`config.mk`:
```
export PLATFORM = sky130hd
export DESIGN_NAME = config_chain_loader
export DESIGN_NICKNAME = d
export VERILOG_FILES = /design/src/rtl/config_chain_loader.sv
export SDC_FILE = /design/constraint.sdc
export NUM_CORES = 1
export LEC_CHECK = 0
export CAP_MARGIN = 20
export CORE_MARGIN = 1.5
export CORE_UTILIZATION = 35
export CTS_CLUSTER_SIZE = 24
export DETAILED_ROUTE_END_ITERATION = 10
export SLEW_MARGIN = 20
export SYNTH_ARGS = -nofsm -noshare
export SYNTH_HDL_FRONTEND = slang
export SYNTH_SLANG_ARGS = --single-unit
```
`constraint.sdc`:
```
create_clock -name clock -period 4.3 [get_ports clock]
set_input_delay 0.86 -clock clock [delete_from_list [all_inputs] [get_ports clock]]
set_output_delay 0.86 -clock clock [all_outputs]
set_load 0.01 [all_outputs]
```
`src/rtl/config_chain_loader.sv`:
```
// config_chain_loader: clears a serial tile configuration chain, then shifts
// exactly CHAIN_LENGTH bits from a word stream into it, LSB first, one bit
// per clock, and flags completion.
// Optional readback of the chain's previous contents is compiled in with the
// macro CONFIG_CHAIN_LOADER_READBACK_EN.
//
// Handshake: a word on in_data transfers on a rising edge where
// in_valid && in_ready are both 1; in_ready does not depend on in_valid, and
// the host may hold in_valid/in_data steady while in_ready is 0.
module config_chain_loader #(
    parameter int CHAIN_LENGTH = 256,
    parameter int WORD_WIDTH   = 8,
    parameter int CLEAR_CYCLES = 4
) (
    input  logic                  clock,
    input  logic                  reset,
    input  logic                  start,
    input  logic [WORD_WIDTH-1:0] in_data,
    input  logic                  in_valid,
    output logic                  in_ready,
    output logic                  config_data,
    output logic                  config_enable,
    output logic                  config_nreset,
    input  logic                  config_return,
    output logic                  busy,
    output logic                  done,
`ifdef CONFIG_CHAIN_LOADER_READBACK_EN
    output logic [WORD_WIDTH-1:0] readback_data,
    output logic                  readback_valid,
`endif
    output logic [1:0]            state_dbg
);

    localparam int BCW = $clog2(CHAIN_LENGTH + 1);
    localparam int CCW = $clog2(CLEAR_CYCLES + 1);
    localparam int HW  = $clog2(WORD_WIDTH + 1);

    typedef enum logic [1:0] {
        S_IDLE  = 2'd0,
        S_CLEAR = 2'd1,
        S_LOAD  = 2'd2,
        S_DONE  = 2'd3
    } state_t;

    state_t                state_q, state_d;
    logic [CCW-1:0]        clr_cnt_q, clr_cnt_d;
    logic [BCW-1:0]        bit_cnt_q, bit_cnt_d;
    logic [WORD_WIDTH-1:0] sr_q, sr_d;
    logic [HW-1:0]         held_q, held_d;
    logic                  data_q, data_d;

    logic                  shift_w;
    logic                  last_bit_w;
    logic                  accept_w;
    logic [31:0]           needed_w;
    logic [31:0]           held_ext_w;

    // A bit leaves the shift register on every LOAD cycle that holds one.
    assign shift_w    = (state_q == S_LOAD) && (held_q != '0);
    assign last_bit_w = shift_w && (bit_cnt_q == BCW'(CHAIN_LENGTH - 1));
    assign needed_w   = 32'(CHAIN_LENGTH) - 32'(bit_cnt_q);
    assign held_ext_w = 32'(held_q);

    // Refill only when the register is empty or is shifting out its final
    // bit, and only if the chain still wants more than is already held.
    assign in_ready = (state_q == S_LOAD) && (needed_w > held_ext_w) &&
                      ((held_q == '0) || ((held_q == HW'(1)) && shift_w));
    assign accept_w = in_valid && in_ready;

    assign config_enable = shift_w;
    assign config_data   = shift_w ? sr_q[0] : data_q;
    assign config_nreset = (state_q != S_CLEAR);
    assign busy          = (state_q == S_CLEAR) || (state_q == S_LOAD);
    assign done          = (state_q == S_DONE);
    assign state_dbg     = state_q;

    // Next-state logic: sequencing, clear timing, and the shift datapath.
    always_comb begin
        state_d   = state_q;
        clr_cnt_d = clr_cnt_q;
        bit_cnt_d = bit_cnt_q;
        sr_d      = sr_q;
        held_d    = held_q;
        data_d    = data_q;
        case (state_q)
            S_IDLE, S_DONE: begin
                if (start) begin
                    state_d   = S_CLEAR;
                    clr_cnt_d = '0;
                end
            end
            S_CLEAR: begin
                if (clr_cnt_q == CCW'(CLEAR_CYCLES - 1)) begin
                    state_d   = S_LOAD;
                    bit_cnt_d = '0;
                    held_d    = '0;
                    sr_d      = '0;
                end else begin
                    clr_cnt_d = clr_cnt_q + CCW'(1);
                end
            end
            S_LOAD: begin
                if (shift_w) begin
                    data_d    = sr_q[0];
                    sr_d      = sr_q >> 1;
                    held_d    = held_q - HW'(1);
                    bit_cnt_d = bit_cnt_q + BCW'(1);
                end
                if (accept_w) begin
                    sr_d   = in_data;
                    held_d = HW'(WORD_WIDTH);
                end
                // Final chain bit: drop whatever is left of the last word.
                if (last_bit_w) begin
                    state_d = S_DONE;
                    held_d  = '0;
                    sr_d    = '0;
                end
            end
            default: state_d = S_IDLE;
        endcase
    end

    // State and datapath registers with synchronous reset.
    always_ff @(posedge clock) begin
        if (reset) begin
            state_q   <= S_IDLE;
            clr_cnt_q <= '0;
            bit_cnt_q <= '0;
            sr_q      <= '0;
            held_q    <= '0;
            data_q    <= 1'b0;
        end else begin
            state_q   <= state_d;
            clr_cnt_q <= clr_cnt_d;
            bit_cnt_q <= bit_cnt_d;
            sr_q      <= sr_d;
            held_q    <= held_d;
            data_q    <= data_d;
        end
    end

`ifdef CONFIG_CHAIN_LOADER_READBACK_EN
    logic [WORD_WIDTH-1:0] rb_word_q, rb_word_d;
    logic [HW-1:0]         rb_cnt_q, rb_cnt_d;
    logic [WORD_WIDTH-1:0] rb_data_q, rb_data_d;
    logic                  rb_valid_q, rb_valid_d;
    logic [WORD_WIDTH-1:0] rb_next_w;

    assign readback_data  = rb_data_q;
    assign readback_valid = rb_valid_q;

    // Collect returned bits LSB first; flush on a full word or the last bit.
    always_comb begin
        rb_next_w  = rb_word_q;
        for (int i = 0; i < WORD_WIDTH; i++) begin
            if (rb_cnt_q == HW'(i)) rb_next_w[i] = config_return;
        end
        rb_word_d  = rb_word_q;
        rb_cnt_d   = rb_cnt_q;
        rb_data_d  = rb_data_q;
        rb_valid_d = 1'b0;
        if (shift_w) begin
            if ((rb_cnt_q == HW'(WORD_WIDTH - 1)) || last_bit_w) begin
                rb_data_d  = rb_next_w;
                rb_valid_d = 1'b1;
                rb_word_d  = '0;
                rb_cnt_d   = '0;
            end else begin
                rb_word_d  = rb_next_w;
                rb_cnt_d   = rb_cnt_q + HW'(1);
            end
        end
    end

    // Readback registers with synchronous reset.
    always_ff @(posedge clock) begin
        if (reset) begin
            rb_word_q  <= '0;
            rb_cnt_q   <= '0;
            rb_data_q  <= '0;
            rb_valid_q <= 1'b0;
        end else begin
            rb_word_q  <= rb_word_d;
            rb_cnt_q   <= rb_cnt_d;
            rb_data_q  <= rb_data_d;
            rb_valid_q <= rb_valid_d;
        end
    end
`else
    logic unused_return_w;
    assign unused_return_w = config_return;
`endif

endmodule

```
==> impl_metrics.csv <==
group,metric,value,unit
outcome,status,"finished clean",
synthesis,yosysWarnings,0,
worst_setup_path,path_buf_inv,2,
floorplan,rows,25,
synthesis,postSynthAreaPerCell,8.71,µm²
route,dr.first_iter.drc_count,51,
worst_setup_path,critPathSlowestCell,"clkdlybuf4s50_1",
sta,slew_violations,0,
worst_setup_path,cpLargestDelayFamily,"adder cells",
floorplan,io_pins,21,
clock_network,worst_skew_pair.late_latency,0.27,ns
route,drc_errors,0,
placed_design,gp_congestion,0.753,
worst_setup_path,critPathMaxStageDelay,0.47,ns
worst_setup_path,critical_path_arrival,2.73,ns
worst_setup_path,startpoint_type,"register",
route,wirelength_met1,1.72,mm
sta,skew,0.00823,ns
route,ant_nets,0,
worst_setup_path,crit_top_cell,"ha_1",
sta,max_freq,0.279,GHz
synthesis,synth_edf_count,0,
route,top_layer_used,"met4",
grt,antenna_found_initial,0,
clock_network,clockBufferDepth,2,
layout,final_core_util,42.0,%
route,dr.pass1.iters,4,
power_and_ir_drop,comb_power_share,45.0,%
grt,gr-total-overflow,0,
power_and_ir_drop,ir_worst_vdd,0.255,mV
worst_hold_path,min-delay-start,"clr_cnt_q[1]",
grt,first_global_vias,1342,
sta,finalSetupTns,0,ns
route,vias,1374,
floorplan,core_region_area,0.00469,mm²
floorplan,start_util,36.2,%
synthesis,synth-seq-cells,27,
power_and_ir_drop,p_int,497,µW
power_and_ir_drop,p_clk_share,18.4,%
route,routed_via_density,5.17,
worst_setup_path,critPathRequiredTime,3.44,ns
synthesis,syn_inst,195,
layout,drive_above_1_share,6.60,%
clock_network,cts.clk_slew.worst_paths,0.10,ns
worst_setup_path,startpoint,"bit_cnt_q[0]",
sta,finalCritPeriodShare,83.5,%
sta,max_slew_margin,56.9,%
floorplan,die_h,72.7,µm
route,wl_met3,70,µm
sta,final-hold-violation-count,0,
placed_design,port_buffers,19,
worst_setup_path,critical_path_class,"register to output port",
worst_setup_path,crit_fanout,8,
sta,finalCriticalPeriod,3.59,ns
worst_hold_path,hold_class,"register to register",
clock_network,ctsHoldBuffers,0,
layout,area_growth,16.0,%
synthesis,ys_seq_area_share,31.8,%
route,avgRoutedWirePerCell,12.6,µm
power_and_ir_drop,seq_power_share,36.6,%
grt,grt_pass1_wl,5.86,mm
worst_setup_path,r2r-start,"bit_cnt_q[0]",
power_and_ir_drop,pwr_density_cell,404,mW/mm²
clock_network,clkSinkCount,27,
route,wl_met2,1.53,mm
sta,worst_pin_slew,0.644,ns
grt,grt_usage,13.8,%
sta,rsz0062_at_grt,"false",
sta,setup_violations,0,
floorplan,die_area,0.00528,mm²
layout,layout.nets,242,
clock_network,cts_resized,0,
placed_design,dpl.hpwl,2.43,mm
layout,n_antenna_cell,0,
power_and_ir_drop,power.net_switching,299,µW
clock_network,cts_buffers,3,
synthesis,async_flop_share,0,%
clock_network,cts_tree,"built",
synthesis,synth_cell_types,45,
layout,fillCellCount,484,
worst_setup_path,endpoint_kind,"output port",
synthesis,syn-cell-area,0.00170,mm²
power_and_ir_drop,switching_share,37.6,%
synthesis,synth_ff_type,"dfxtp_1",
flow_run,drv_cap,0,
floorplan,fp.dieW,72.7,µm
clock_network,post_cts.repair.setup_buffers,0,
route,wl,3.35,mm
worst_setup_path,path_cells,"inv_1 > ha_1 > ha_1 > nor2b_1 > o21a_1 > nor3_1 > o211ai_2 > and2_1 > clkdlybuf4s50_1",
synthesis,synth.net_count,224,
grt,grt_max_degree,17,
clock_network,cts_root_buffer,"clkbuf_8",
clock_network,cts-htree-levels,1,
power_and_ir_drop,leakage,0.000739,µW
-- worst reg2reg max path, cell delays in order (launching register included) --
cell	delay, ns
dfxtp_1	0.46
inv_1	0.13
ha_1	0.33
ha_1	0.30
nor2b_1	0.13
o21a_1	0.16
nor3_1	0.17
o211ai_2	0.13
buf_4	0.20
and3_1	0.26
a221o_1	0.34
-- per-stage QoR --
stage	instances	cell area [µm²]	power, µW	hold WS, ns	worst slack, ns
6_report	266	1970	796	0.481	0.711
4_1_cts	266	1970	806	0.486	0.701
2_1_floorplan	195	1700	545	0.450	1.40
5_1_grt	266	1970	857	0.512	0.545
3_3_place_gp	262	1920	656	0.464	0.983
3_5_place_dp	262	1920	654	0.469	1.01
-- power by group through the flow --
stage	Combinational, µW	Sequential (µW)	Clock [µW]
6_report	358	292	147
5_1_grt	403	295	160
4_1_cts	360	292	154
3_5_place_dp	356	298	0
3_3_place_gp	358	297	0
2_1_floorplan	250	295	0
-- synthesized netlist by cell type (all sizes together) (3+ instances only) --
master,number,area [µm²]
nand3,4,20.0
xor2,4,35.0
ha,16,200
nand2b,5,31.3
o21a,3,22.5
xnor2,3,26.3
a221o,7,70.1
nor2b,5,31.3
nand2,16,60.1
nor2,18,67.6
nor3,5,25.0
a21oi,12,60.1
nand4,4,25.0
clkbuf,4,15.0
and2,3,18.8
o21ai,4,20.0
dfxtp,27,541
a32o,3,30.0
a31oi,3,33.8
buf,4,35.0
or3,3,18.8
inv,16,60.1
-- sequential cells by signal (all words and copies together), names as in the netlist --
signal	cells
clr_cnt_q	3
held_q	4
data_q	1
bit_cnt_q	9
state_dbg	2
sr_q	8
-- per-layer routing --
metal	vias up	GRT usage [%]
li1	730	-
met1	628	18.7
met4	0	3.77
met2	14	22.7
met3	2	2.07
met5	-	0
-- layout by cell type (no fill, tap or decap), types with 2 or more instances in the layout --
cell type,instances
a21oi_1,12
a221o_1,7
a31oi_1,2
a32o_1,3
and2_1,3
buf_4,2
clkbuf_8,3
clkdlybuf4s50_1,19
dfxtp_1,27
ha_1,16
inv_1,16
mux2_2,2
mux2i_1,2
nand2_1,16
nand2b_1,5
nand3_1,4
nand3b_1,2
nand4_1,4
nor2_1,18
nor2b_1,5
nor3_1,5
nor3b_1,2
nor4_1,2
o21a_1,3
o21ai_0,4
o21bai_1,2
or3_1,3
xnor2_1,3
xor2_1,4
-- final cells by class --
class	instances	area [µm²]	area share (%)
repair buffers	21	205	10.4
flip-flops and latches	27	541	27.4
inverters	16	60.1	3.05
well taps	54	67.6	3.43
clock inverters	1	7.51	0.381
clock buffers	3	41.3	2.10
multi-input cells	144	1050	53.2
-- path summary, 6_finish.rpt --
path,depth (start not counted),end,slack [ns]
max,9,in_ready,0.71
min,2,clr_cnt_q[1],0.48
min reg2reg,2,clr_cnt_q[1],0.48
max reg2reg,10,sr_q[1],1.59
-- kinds of logic (layout without fill, tap and decap cells) --
logic type | after synthesis | in the layout | share of synthesized area, %
adders and majority gates | 16 | 16 | 11.8
and+or+nand+nor | 74 | 74 | 23.9
AOI/OAI and AO/OA | 43 | 43 | 19.9
DFF | 27 | 27 | 31.8
buffers and inverters | 24 | 41 | 6.48
xor gates and xnor gates | 7 | 7 | 3.61
muxes | 4 | 4 | 2.50
Power figures use the tool's default switching activity.
